`src/rtl/cop_issue_queue_if.sv`:
```
// Host-side and core-side signal bundle for the coprocessor issue queue.
// master = host/core environment, slave = the issue queue itself.
interface cop_issue_queue_if #(
  parameter int unsigned AW = 3
) ();
  logic [31:0] in_instr;
  logic        in_valid;
  logic        in_ready;
  logic        enable;
  logic [31:0] cop_instr;
  logic        cop_activate;
  logic        cop_done;
  logic [15:0] cop_data;
  logic [15:0] res_data;
  logic        res_valid;
  logic        res_ack;
  logic        busy;
  logic [AW:0] fifo_count;
  logic        timeout_err;
  logic        err_clear;

  modport master (
    output in_instr, in_valid, enable, cop_done, cop_data, res_ack, err_clear,
    input  in_ready, cop_instr, cop_activate, res_data, res_valid, busy, fifo_count, timeout_err
  );

  modport slave (
    input  in_instr, in_valid, enable, cop_done, cop_data, res_ack, err_clear,
    output in_ready, cop_instr, cop_activate, res_data, res_valid, busy, fifo_count, timeout_err
  );
endinterface

```
`src/rtl/cop_issue_queue.sv`:
```
// Instruction FIFO plus single-outstanding issue sequencer for the matrix coprocessor,
// with READ result capture and a completion watchdog.
module cop_issue_queue #(
  parameter int unsigned DEPTH   = 8,
  parameter int unsigned AW      = 3,
  parameter int unsigned TIMEOUT = 4096,
  parameter int unsigned CW      = 16,
  parameter logic [3:0]  OP_READ = 4'b0001
) (
  input logic              clk,
  input logic              reset_n,
  cop_issue_queue_if.slave bus
);

  typedef enum logic [1:0] {StIdle, StIssue, StWait} state_e;

  state_e        state_q, state_d;
  logic [31:0]   mem_q [DEPTH];
  logic [AW-1:0] wptr_q, wptr_d, rptr_q, rptr_d;
  logic [AW:0]   count_q, count_d;
  logic [CW-1:0] wd_q, wd_d;
  logic [31:0]   cop_instr_q, cop_instr_d;
  logic [15:0]   res_data_q, res_data_d;
  logic          res_valid_q, res_valid_d;
  logic          err_q, err_d;

  logic        full, push, pop, issue_ok, in_wait, wd_hit, done_evt, timeout_evt, capture;
  logic [31:0] head;

  // No full-bypass: a pop in the same cycle does not open the FIFO.
  assign full        = (count_q == (AW+1)'(DEPTH));
  assign push        = bus.in_valid & ~full;
  assign pop         = (state_q == StIssue);
  assign head        = mem_q[rptr_q];
  // A READ waits until the previous result has been consumed.
  assign issue_ok    = bus.enable & (count_q != '0) & ~((head[3:0] == OP_READ) & res_valid_q);
  assign in_wait     = (state_q == StWait);
  assign wd_hit      = (wd_q == CW'(TIMEOUT - 1));
  assign done_evt    = in_wait & bus.cop_done;
  assign timeout_evt = in_wait & ~bus.cop_done & wd_hit;
  assign capture     = done_evt & (cop_instr_q[3:0] == OP_READ);

  always_ff @(posedge clk or negedge reset_n) begin
    if (!reset_n) begin
      state_q <= StIdle;
    end else begin
      state_q <= state_d;
    end
  end

  always_comb begin
    state_d = state_q;
    unique case (state_q)
      StIdle:  if (issue_ok) state_d = StIssue;
      StIssue: state_d = StWait;
      StWait:  if (bus.cop_done || wd_hit) state_d = StIdle;
      default: state_d = StIdle;
    endcase
  end

  always_comb begin
    bus.cop_activate = (state_q == StIssue);
    bus.busy         = (state_q != StIdle);
  end

  always_comb begin
    wptr_d  = wptr_q;
    rptr_d  = rptr_q;
    count_d = count_q;
    if (push) wptr_d = wptr_q + AW'(1);
    if (pop)  rptr_d = rptr_q + AW'(1);
    case ({push, pop})
      2'b10:   count_d = count_q + (AW+1)'(1);
      2'b01:   count_d = count_q - (AW+1)'(1);
      default: count_d = count_q;
    endcase

    cop_instr_d = ((state_q == StIdle) && issue_ok) ? head : cop_instr_q;

    wd_d = '0;
    if (in_wait && !bus.cop_done && !wd_hit) wd_d = wd_q + CW'(1);

    // Capture beats a coincident acknowledge.
    res_data_d  = capture ? bus.cop_data : res_data_q;
    res_valid_d = res_valid_q;
    if (capture) begin
      res_valid_d = 1'b1;
    end else if (bus.res_ack) begin
      res_valid_d = 1'b0;
    end

    err_d = timeout_evt | (err_q & ~bus.err_clear);
  end

  always_ff @(posedge clk) begin
    if (push) mem_q[wptr_q] <= bus.in_instr;
  end

  always_ff @(posedge clk or negedge reset_n) begin
    if (!reset_n) begin
      wptr_q      <= '0;
      rptr_q      <= '0;
      count_q     <= '0;
      wd_q        <= '0;
      cop_instr_q <= '0;
      res_data_q  <= '0;
      res_valid_q <= 1'b0;
      err_q       <= 1'b0;
    end else begin
      wptr_q      <= wptr_d;
      rptr_q      <= rptr_d;
      count_q     <= count_d;
      wd_q        <= wd_d;
      cop_instr_q <= cop_instr_d;
      res_data_q  <= res_data_d;
      res_valid_q <= res_valid_d;
      err_q       <= err_d;
    end
  end

  assign bus.in_ready    = ~full;
  assign bus.cop_instr   = cop_instr_q;
  assign bus.res_data    = res_data_q;
  assign bus.res_valid   = res_valid_q;
  assign bus.fifo_count  = count_q;
  assign bus.timeout_err = err_q;

endmodule

```
`src/flat_wrapper.sv`:
```
// flat-port wrapper written by rule: the top's interface ports become plain ports
module cop_issue_queue_flat 
#(
  parameter int unsigned DEPTH   = 8,
  parameter int unsigned AW      = 3,
  parameter int unsigned TIMEOUT = 4096,
  parameter int unsigned CW      = 16,
  parameter logic [3:0]  OP_READ = 4'b0001
)
  (clk, reset_n, bus_in_instr, bus_in_valid, bus_enable, bus_cop_done, bus_cop_data, bus_res_ack, bus_err_clear, bus_in_ready, bus_cop_instr, bus_cop_activate, bus_res_data, bus_res_valid, bus_busy, bus_fifo_count, bus_timeout_err);
  cop_issue_queue_if #(.AW(AW)) bus_i ();
  input logic clk;
  input logic reset_n;
  input wire logic [$bits(bus_i.in_instr)-1:0] bus_in_instr;
  input wire logic [$bits(bus_i.in_valid)-1:0] bus_in_valid;
  input wire logic [$bits(bus_i.enable)-1:0] bus_enable;
  input wire logic [$bits(bus_i.cop_done)-1:0] bus_cop_done;
  input wire logic [$bits(bus_i.cop_data)-1:0] bus_cop_data;
  input wire logic [$bits(bus_i.res_ack)-1:0] bus_res_ack;
  input wire logic [$bits(bus_i.err_clear)-1:0] bus_err_clear;
  output wire logic [$bits(bus_i.in_ready)-1:0] bus_in_ready;
  output wire logic [$bits(bus_i.cop_instr)-1:0] bus_cop_instr;
  output wire logic [$bits(bus_i.cop_activate)-1:0] bus_cop_activate;
  output wire logic [$bits(bus_i.res_data)-1:0] bus_res_data;
  output wire logic [$bits(bus_i.res_valid)-1:0] bus_res_valid;
  output wire logic [$bits(bus_i.busy)-1:0] bus_busy;
  output wire logic [$bits(bus_i.fifo_count)-1:0] bus_fifo_count;
  output wire logic [$bits(bus_i.timeout_err)-1:0] bus_timeout_err;
  assign bus_i.in_instr = bus_in_instr;
  assign bus_i.in_valid = bus_in_valid;
  assign bus_i.enable = bus_enable;
  assign bus_i.cop_done = bus_cop_done;
  assign bus_i.cop_data = bus_cop_data;
  assign bus_i.res_ack = bus_res_ack;
  assign bus_i.err_clear = bus_err_clear;
  assign bus_in_ready = bus_i.in_ready;
  assign bus_cop_instr = bus_i.cop_instr;
  assign bus_cop_activate = bus_i.cop_activate;
  assign bus_res_data = bus_i.res_data;
  assign bus_res_valid = bus_i.res_valid;
  assign bus_busy = bus_i.busy;
  assign bus_fifo_count = bus_i.fifo_count;
  assign bus_timeout_err = bus_i.timeout_err;
  cop_issue_queue #(.DEPTH(DEPTH), .AW(AW), .TIMEOUT(TIMEOUT), .CW(CW), .OP_READ(OP_READ)) u_core (.clk(clk), .reset_n(reset_n), .bus(bus_i));
endmodule
```
`config.mk`:
```
export PLATFORM = sky130hd
export DESIGN_NAME = cop_issue_queue_flat
export DESIGN_NICKNAME = d
export VERILOG_FILES = /design/src/rtl/cop_issue_queue_if.sv /design/src/rtl/cop_issue_queue.sv /design/src/flat_wrapper.sv
export SDC_FILE = /design/constraint.sdc
export NUM_CORES = 1
export LEC_CHECK = 0
export BUFFER_PORTS_ARGS = -buffer_cell sky130_fd_sc_hd__buf_2
export CAP_MARGIN = 20
export CORE_MARGIN = 5
export CORE_UTILIZATION = 53
export DETAILED_ROUTE_END_ITERATION = 6
export PLACE_DENSITY = 0.75
export SLEW_MARGIN = 20
export SYNTH_ARGS = -nofsm -noshare
export SYNTH_HDL_FRONTEND = slang
export SYNTH_SLANG_ARGS = --single-unit
```
`constraint.sdc`:
```
create_clock -name clk -period 4.2 [get_ports clk]
set_input_delay 0 -clock clk [delete_from_list [all_inputs] [get_ports clk]]
set_output_delay 0 -clock clk [all_outputs]
set_load 0.02 [all_outputs]
```
# [Word-level counts from Yosys, hierarchy flattened]
# Memory sizes are Yosys's and may differ from the RTL's.
# Index checks and enable logic that the tools add are counted.
[op_classes] div=0 n_mux=9 n_eq_ne=10 n_shift=0 n_addsub=5 reduce_logical=12 bitwise_logic=14 mul=0 magnitude_cmp=0
[ops] operator="$add 16x1->16 const B" n=1
[ops] operator="$eq 16x12->1 const B" n=1
[ops] operator="$mux 16" n=1
[ops] operator="$and 1x1->1" n=9
[ops] operator="$eq 4x1->1 const B" n=2
[ops] operator="$pmux 4 s2" n=1
[ops] operator="$add 3x1->3 const B" n=2
[ops] operator="$pmux 2 s3" n=1
[ops] operator="$reduce_bool 2->1" n=3
[ops] operator="$add 4x1->4 const B" n=1
[ops] operator="$eq 2x1->1 const B" n=2
[ops] operator="$eq 2x2->1 const B" n=2
[ops] operator="$eq 4x4->1 const B" n=1
[ops] operator="$mux 1" n=4
[ops] operator="$mux 2" n=2
[ops] operator="$not 1->1" n=4
[ops] operator="$reduce_bool 4->1" n=1
[ops] operator="$sub 4x1->4 const B" n=1
[ops] operator="$logic_and 1x1->1" n=3
[ops] operator="$logic_not 1->1" n=2
[ops] operator="$logic_not 2->1" n=1
[ops] operator="$ne 2x1->1 const B" n=1
[ops] operator="$ne 2x2->1 const B" n=1
[ops] operator="$reduce_and 2->1" n=1
[ops] operator="other kinds (2)" n=2
[totals] n_memories=1 ff_bits=78 elab_cells=60 latchBits=0 romBits=0 ram_bits=256
[memory_table] memory="u_core.mem_q" depth=8 word_bits=32 read_ports=1 rd_ports_with_merged_regs=0 write_ports=1 line="cop_issue_queue.sv:18" rtl="logic [31:0] mem_q [DEPTH];"

# [Logic depth before layout (Yosys ltp)]
# Gate-level depths: netlist of run 1.
# An unclocked memory read counts as a cell.
[logic_depth] depth_word=7 mapped_depth=10

# [Least setup slack after synthesis of run 1]
# Ideal clock, no wire load.
[synth_timing] path_kind="flip-flop to flip-flop" from="register u_core.count_q[1] (netlist: u_core.bus.fifo_count[1])" to="memory u_core.mem_q[0][0] (enable)" setup_slack_ns=-0.482 path_stages_with_launch=5 arrival_time_ns=4.180 cell_sequence="dfrtp_1 nor3_1 nand2_1 nand2_1 nor4_1"
[synth_via] elab_chain_len=5
[synth_rtl] element="start, declared" line="cop_issue_queue.sv:20" rtl="logic [AW:0] count_q, count_d;"
[synth_rtl] element="start signal, assigned" line="cop_issue_queue.sv:112" rtl="count_q <= count_d;"
[synth_rtl] element="$eq 4x4->1" line="cop_issue_queue.sv:31" rtl="assign full = (count_q == (AW+1)'(DEPTH));"
[synth_rtl] element="$not 1->1"
[synth_rtl] element="via bus_in_ready" line="flat_wrapper.sv:21" rtl="output wire logic [$bits(bus_i.in_ready)-1:0] bus_in_ready;"
[synth_rtl] element="$and 1x1->1" line="cop_issue_queue.sv:32" rtl="assign push = bus.in_valid & ~full;"
[synth_rtl] element="$mux 1" line="cop_issue_queue.sv:96" rtl="if (push) mem_q[wptr_q] <= bus.in_instr;"
[synth_rtl] element="$mux 1 (not written as such)" line="cop_issue_queue.sv:96"
[synth_rtl] element="end, declared" line="cop_issue_queue.sv:18"
# The timed path passes the listed nets, and every way through them passes these cells.

# [Worst setup path in the final report of run 1]
[layout_timing] from="register u_core.rptr_q[0]" to="register u_core.cop_instr_q[29] (netlist: u_core.bus.cop_instr[29])"
[layout_via] elab_chain_len=6
[layout_rtl] element="start, declared" line="cop_issue_queue.sv:19" rtl="logic [AW-1:0] wptr_q, wptr_d, rptr_q, rptr_d;"
[layout_rtl] element="start signal, assigned" line="cop_issue_queue.sv:111" rtl="rptr_q <= rptr_d;"
[layout_rtl] element="$mem_v2 8x32 *"
[layout_rtl] element="$eq 4x1->1" line="cop_issue_queue.sv:36" rtl="assign issue_ok = bus.enable & (count_q != '0) & ~((head[3:0] == OP_READ) & res_valid_q);"
[layout_rtl] element="$and 1x1->1" line="cop_issue_queue.sv:36"
[layout_rtl] element="$not 1->1" line="cop_issue_queue.sv:36"
[layout_rtl] element="$and 1x1->1" line="cop_issue_queue.sv:36"
[layout_rtl] element="$logic_and 1x1->1" line="cop_issue_queue.sv:78" rtl="cop_instr_d = ((state_q == StIdle) && issue_ok) ? head : cop_instr_q;"
[layout_rtl] element="end signal, assigned" line="cop_issue_queue.sv:114" rtl="cop_instr_q <= cop_instr_d;"
[layout_rtl] element="end, declared" line="cop_issue_queue.sv:22" rtl="logic [31:0] cop_instr_q, cop_instr_d;"
# Every way passes the cells marked *; elsewhere a longest branch is shown, timed or not.
# A chain may end at the register's enable or synchronous reset.

==> results.ini, run 1 <==
[clock_network]
cts.root.buffer_cell=sky130_fd_sc_hd__clkbuf_16
cts.path.max_buffers=3
worst_setup_hold_path_clk_slew_ns=0.06
cts_buffers=35
ctsHoldBuffers=55
cts_sinks=334
tritoncts=done
cts-htree-levels=2
postCtsResizedCells=0
post-cts-setup-buffer-count=0
clock_insertion_delay_worst_skew_ns=0.51

[drt]
number_of_design_rule_violations_left_after_detail_routing=0
drt_pass1_iterations=5
vias_per_cell=5.645
routed_wirelength_um=25830
post_drt_wl_per_cell_um=22.07
drt.antenna.violating_nets=0
vias=6605
dr.first_iter.drc_count=483

[global_route]
grt_pass1_wl_um=41370
globalRouteTotalUtil_pct=19.16
grt_overflow=0
antenna_found_initial=1
grt_max_degree=79
grt_pass1_vias=7117

[sta]
slew_hr_pct=30.85
tightest_slew_ns=1.032
unrepaired_setup_endpoints_after_global_routing=no
finalMaxSlewViolations=0
post-route-min-period_ns=3.063
layout_worst_path_cycle_share_pct=72.92
setup_total_negative_slack_ns=0
hold_violation_count_in_the_final_report=0
fin_skew_ns=0.02194
clock.fmax_ghz=0.3265
setup_viol=0

[logic_synthesis]
ys.warnings.count=0
total_standard_cell_area_after_synthesis_um2=12860
avg_synthesized_cell_area_um2=20.51
synth.net_count=688
synth.area.top_cells=sky130_fd_sc_hd__edfxtp_1 (60%), sky130_fd_sc_hd__dfrtp_1 (15%), sky130_fd_sc_hd__mux4_2 (11%)
number_of_synthesized_flops_with_an_enable_pin=256
gate_count_post_synth=627
unique_cell_type_count_in_the_yosys_netlist=36
ys_seq_elements=334
synth.largest_area_cell=sky130_fd_sc_hd__edfxtp_1
ys_seq_area_share_pct=74.96
post-synth-top-area-fraction_pct=59.78
postSynth.topFlopCell=sky130_fd_sc_hd__edfxtp_1
synthMostInstantiatedCell=sky130_fd_sc_hd__edfxtp_1
synth-async-reset-ratio_pct=23.35
yosys-top-cells-count=sky130_fd_sc_hd__edfxtp_1 (256), sky130_fd_sc_hd__dfrtp_1 (78), sky130_fd_sc_hd__mux2_2 (74), sky130_fd_sc_hd__mux4_2 (64), sky130_fd_sc_hd__nor2_1 (24)

[pwr]
peakVddDrop_uv=431.2
sequentialPowerShare_pct=43.3
switching_power_uw=3207
p_comb_share_pct=27.6
cellLeakagePower_uw=0.005647
cellInternalPower_uw=7691
power_density_nw_per_um2=697.2
power_frac_clock_pct=29.1
power.share.switching_pct=29.43

[critical_path]
worstSetupPathType=flop to flop
cpMaxStageDelayCell=sky130_fd_sc_hd__dfrtp_4
timing.critical_path.cells=mux4_2, mux2i_1, nand3_1, o21bai_4, buf_12, mux2_2
worstPathRequired_ns=4.58
cp.arrival_ns=3.44
worstSetupStartpointType=flop
timing.critical_path.to_type=flop
r2r_setup_slack_ns=1.14
slowest_cell_delay_on_critical_path_ns=0.74
crit_fanout=25

[floorplan]
die_height_um=165.8
die_w_um=165.8
rows=57
start_util_pct=53.35
dieArea_um2=27480
count_of_boundary_i_o_pins=112
core_area_um2=24110

[status]
result_of_the_run=complete, no violations

[job]
timing.max_cap.violations=0

[finish]
synthToLayoutAreaGrowth_pct=21.56
non_filler_instance_count_after_layout=1170
drive_gt1_share_pct=38.93
final_net_count=879

[placement]
finalWeightedCongestion=0.7807
placed_cells_incl_taps=1050
detailed_placement_wirelength_estimate_um=14330
portBuffers=111

[worst_hold_path]
hp-class=input port to asynchronous set/reset pin

[stage by stage]
stage / setup WS (ns) / area [um2] / power [uW] / hold WS [ns] / util [%]
5_1_grt: 0.9575 / 15630 / 11460 / 0.1925 / 64.85
6_report: 1.137 / 15630 / 10900 / 0.1214 / 64.85
3_5_place_dp: 1.138 / 13870 / 7790 / 0.2030 / 57.56
4_1_cts: 1.098 / 15630 / 11030 / 0.2274 / 64.82
2_1_floorplan: 0.3597 / 12870 / 6838 / -0.2956 / -
3_3_place_gp: 1.172 / 13870 / 7675 / 0.1866 / 57.56
[routing by layer]
| layer | share of wire (%) | track usage, % | routed length (um) | vias to the layer above |
|---|---|---|---|---|
| li1 | - | - | - | 2887 |
| met1 | 41 | 26.18 | 10510 | 3420 |
| met2 | 51 | 32.35 | 13190 | 249 |
| met3 | 6.4 | 3.999 | 1645 | 49 |
| met4 | 1.8 | 4.376 | 477 | 0 |
| met5 | 0 | 0 | 0 | - |
[state kept, by name, indices dropped and copies added, names as in the netlist, 2 cells and up]
name                   cells
u_core.wptr_q              3
u_core.wd_q               16
u_core.bus.res_data       16
u_core.state_q             2
u_core.rptr_q              3
u_core.bus.fifo_count      4
u_core.mem_q             256
u_core.bus.cop_instr      32
[cell families after synthesis]
family          Yosys count  synth area share, %
fa+ha+maj                 6               0.5838
mux                     143                18.10
xor+xnor                 22                1.498
simple gates             76                2.851
flops                   334                74.96
compound gates           14               0.7979
buf+inv                  32                1.216
[critical path: cells and delay by family (launching register included)]
family | cells | cell delay (ns)
mux | 3 | 1.19
flops | 1 | 0.74
buf+inv | 1 | 0.26
simple gates | 1 | 0.20
compound gates | 1 | 0.51
[worst paths after layout]
path                                                            from                              endpoint  cells past startpoint
worst max-delay path                    u_core.rptr_q[0]$_DFFE_PN0P_  u_core.bus.cop_instr[29]$_DFFE_PN0P_                      6
worst min-delay path                                         reset_n  u_core.bus.fifo_count[0]$_DFFE_PN0P_                      2
worst max register to register          u_core.rptr_q[0]$_DFFE_PN0P_  u_core.bus.cop_instr[29]$_DFFE_PN0P_                      6
worst min register to register  u_core.bus.fifo_count[3]$_DFFE_PN0P_  u_core.bus.fifo_count[3]$_DFFE_PN0P_                      1
max in group asynchronous                                    reset_n          u_core.rptr_q[0]$_DFFE_PN0P_                      2
min in group clk                                         bus_res_ack      u_core.bus.res_valid$_DFFE_PN0P_                      3
[power groups by stage]
stage,registers (uW),logic (uW),clock network (uW)
floorplan,4860,1980,0
finish,4720,3010,3170
global placement,4750,2930,0
CTS,4730,3060,3240
detailed placement,4790,3000,0
global route,4800,3250,3400
[layout by cell type (no fill, tap or decap), types with 6 or more instances in the layout]
cell type	netlist	layout
sky130_fd_sc_hd__edfxtp_1	256	256
sky130_fd_sc_hd__buf_2	5	110
sky130_fd_sc_hd__dfrtp_1	78	75
sky130_fd_sc_hd__mux2_2	74	74
sky130_fd_sc_hd__mux4_2	64	64
sky130_fd_sc_hd__dlygate4sd3_1	0	55
sky130_fd_sc_hd__clkbuf_16	0	36
sky130_fd_sc_hd__nor2_1	24	21
sky130_fd_sc_hd__nand3_1	13	13
sky130_fd_sc_hd__xnor2_1	12	12
sky130_fd_sc_hd__buf_4	0	12
sky130_fd_sc_hd__nand2_1	11	11
sky130_fd_sc_hd__xor2_1	10	10
sky130_fd_sc_hd__inv_1	7	7
sky130_fd_sc_hd__nand2b_1	6	6
sky130_fd_sc_hd__ha_1	6	6
sky130_fd_sc_hd__clkinv_2	0	6
[cell type report]
cell class,instances,area [um2]
clock buffer,44,960.9
fill,1664,8473
clock inverter,20,240.2
timing repair buffer,179,1222
inverter,7,26.28
tap,324,405.4
sequential,334,9646
multi-input combinational,261,3129
antenna,1,2.502
Note: power is estimated with default switching activity, not from simulation.
==> run 2, diff against run 1 <==
--- a/config.mk
+++ b/config.mk
@@ -8,9 +8,9 @@
 export BUFFER_PORTS_ARGS = -buffer_cell sky130_fd_sc_hd__buf_2
 export CAP_MARGIN = 20
 export CORE_MARGIN = 5
-export CORE_UTILIZATION = 53
+export CORE_UTILIZATION = 59
 export DETAILED_ROUTE_END_ITERATION = 6
-export PLACE_DENSITY = 0.75
+export PLACE_DENSITY = 0.79
 export SLEW_MARGIN = 20
 export SYNTH_ARGS = -nofsm -noshare
 export SYNTH_HDL_FRONTEND = slang
==> constraint.sdc (replaced) <==
create_clock -name clk -period 2.9 [get_ports clk]
set_input_delay 0 -clock clk [delete_from_list [all_inputs] [get_ports clk]]
set_output_delay 0 -clock clk [all_outputs]
set_load 0.02 [all_outputs]
==> results.ini, run 2 (synthesis results as in run 1) <==
[status]
result_of_the_run=complete, no violations

[critical_path]
crit_fanout=8
wp_buf_inv=0
timing.critical_path.to_type=flop
critical-path-top-delay-family=simple AND/OR/NAND/NOR gates
cp.arrival_ns=2.98
worstPathRequired_ns=3.28
path_common_cell=sky130_fd_sc_hd__xor2_1
timing.rr.start=u_core.bus.fifo_count[1]$_DFFE_PN0P_
timing.critical_path.cells=nor3_1, nand2_1, nand2_1, ha_1, xor2_1, ha_1, a21oi_1, xor2_1, nor2_1, xor2_1
worstSetupPathType=flop to flop
worstSetupStartpointType=flop
cpMaxStageDelayCell=sky130_fd_sc_hd__dfrtp_1
slowest_cell_delay_on_critical_path_ns=0.46
crit_start=u_core.bus.fifo_count[1]$_DFFE_PN0P_

[sta]
final_critical_path_setup_slack_ns=0.2984
tightest_slew_ns=0.8011
layout_worst_path_cycle_share_pct=89.71
unrepaired_setup_endpoints_after_global_routing=no
hold_violation_count_in_the_final_report=0
finalMaxSlewViolations=0
post-route-min-period_ns=2.602
setup_viol=0
fin_skew_ns=0.01306
clock.fmax_ghz=0.3844
slew_hr_pct=46.31

[job]
timing.max_cap.violations=0

[drt]
post_drt_wl_per_cell_um=22.78
drt.antenna.violating_nets=0
number_of_design_rule_violations_left_after_detail_routing=0
dr.first_iter.drc_count=437
vias_per_cell=5.743
vias=6495
drt_pass1_iterations=5
routed_wirelength_um=25770

[placement]
finalWeightedCongestion=0.7703
portBuffers=111
detailed_placement_wirelength_estimate_um=14150
detailedPlace.worstSlack_ns=0.3319

[pwr]
cellLeakagePower_uw=0.005648
power_density_nw_per_um2=1000
power_uw=15570
peakVddDrop_uv=743.2

[clock_network]
cts_sinks=334
worst_setup_hold_path_clk_slew_ns=0.06
post-cts-setup-buffer-count=0
cts.root.buffer_cell=sky130_fd_sc_hd__clkbuf_16
clock_insertion_delay_worst_skew_ns=0.50
cts.path.max_buffers=3
tritoncts=done
cts_buffers=34
cts-htree-levels=2

[global_route]
grt_overflow=0
grt_max_degree=57
grt_pass1_wl_um=40330
antenna_found_initial=1
globalRouteTotalUtil_pct=21.56
grt_pass1_vias=7119

[worst_hold_path]
hp-class=input port to asynchronous set/reset pin

[floorplan]
count_of_boundary_i_o_pins=112
core_area_um2=21620
die_height_um=157.6
die_w_um=157.6
dieArea_um2=24850
start_util_pct=59.48
rows=54

[finish]
final_common_cell=sky130_fd_sc_hd__edfxtp_1
largest_register=u_core.mem_q
multi_input_area_um2=3136
most-common-layout-cells=sky130_fd_sc_hd__edfxtp_1 (256), sky130_fd_sc_hd__buf_2 (110), sky130_fd_sc_hd__dfrtp_1 (75)
seqCellArea_um2=9646
finalCoreUtilization_pct=72.00
largest_register_ffs=256
synthToLayoutAreaGrowth_pct=21.05
final_net_count=885
fillers=1274
drive_gt1_share_pct=38.94

## run 2: final cells by class
| cell class | instances | area share (%) |
|---|---|---|
| Antenna cell | 1 | 0.01608 |
| Tap cell | 280 | 2.251 |
| Multi-Input combinational cell | 261 | 20.14 |
| Clock buffer | 55 | 6.776 |
| Inverter | 7 | 0.1688 |
| Timing Repair Buffer | 186 | 8.247 |
| Sequential cell | 334 | 61.96 |
| Clock inverter | 7 | 0.4340 |
## run 2: metal layers
layer,global-route usage [%],routed length (um),share of wire (%),up-vias
li1,-,-,-,2887
met1,28.99,10350,40,3361
met2,37.43,13450,52,215
met3,3.937,1604,6.2,32
met4,4.916,363,1.4,0
met5,0,0,0,-
## run 2: path summary, 6_finish.rpt
kind / cells after the start / end / slack [ns]
setup / recovery: 10 / u_core.bus.fifo_count[2]$_DFFE_PN0P_ / 0.30
hold / removal: 2 / u_core.bus.cop_instr[27]$_DFFE_PN0P_ / 0.11
setup reg to reg: 10 / u_core.bus.fifo_count[2]$_DFFE_PN0P_ / 0.30
hold reg to reg: 1 / u_core.bus.res_data[9]$_DFFE_PN0P_ / 0.50
max in group asynchronous: 3 / u_core.bus.cop_instr[18]$_DFFE_PN0P_ / 2.08
min in group clk: 3 / u_core.bus.res_valid$_DFFE_PN0P_ / 0.24
## run 2: timing repair
item	4_1_cts	5_1_grt
hold buffers	55	0
endpoints found under the hold margin	335	0
gates resized for setup	0	0
## run 2: report_power, final
part | switching, uW | leakage, uW | internal, uW | total (uW)
clock network | 1700 | 0.000551 | 2590 | 4290
logic | 2320 | 0.00180 | 2210 | 4530
registers | 580 | 0.00330 | 6170 | 6750
## run 2: through the flow
step | setup TNS, ns | instance area [um2] | hold slack [ns] | instances
6_report | 0 | 15570 | 0.1116 | 1131
5_1_grt | 0 | 15570 | 0.1661 | 1131
4_1_cts | 0 | 15560 | 0.1222 | 1130
3_5_place_dp | 0 | 13890 | 0.1060 | 1013
3_3_place_gp | 0 | 13890 | 0.1065 | 1013
2_1_floorplan | -104.29 | 12870 | -0.2956 | 627
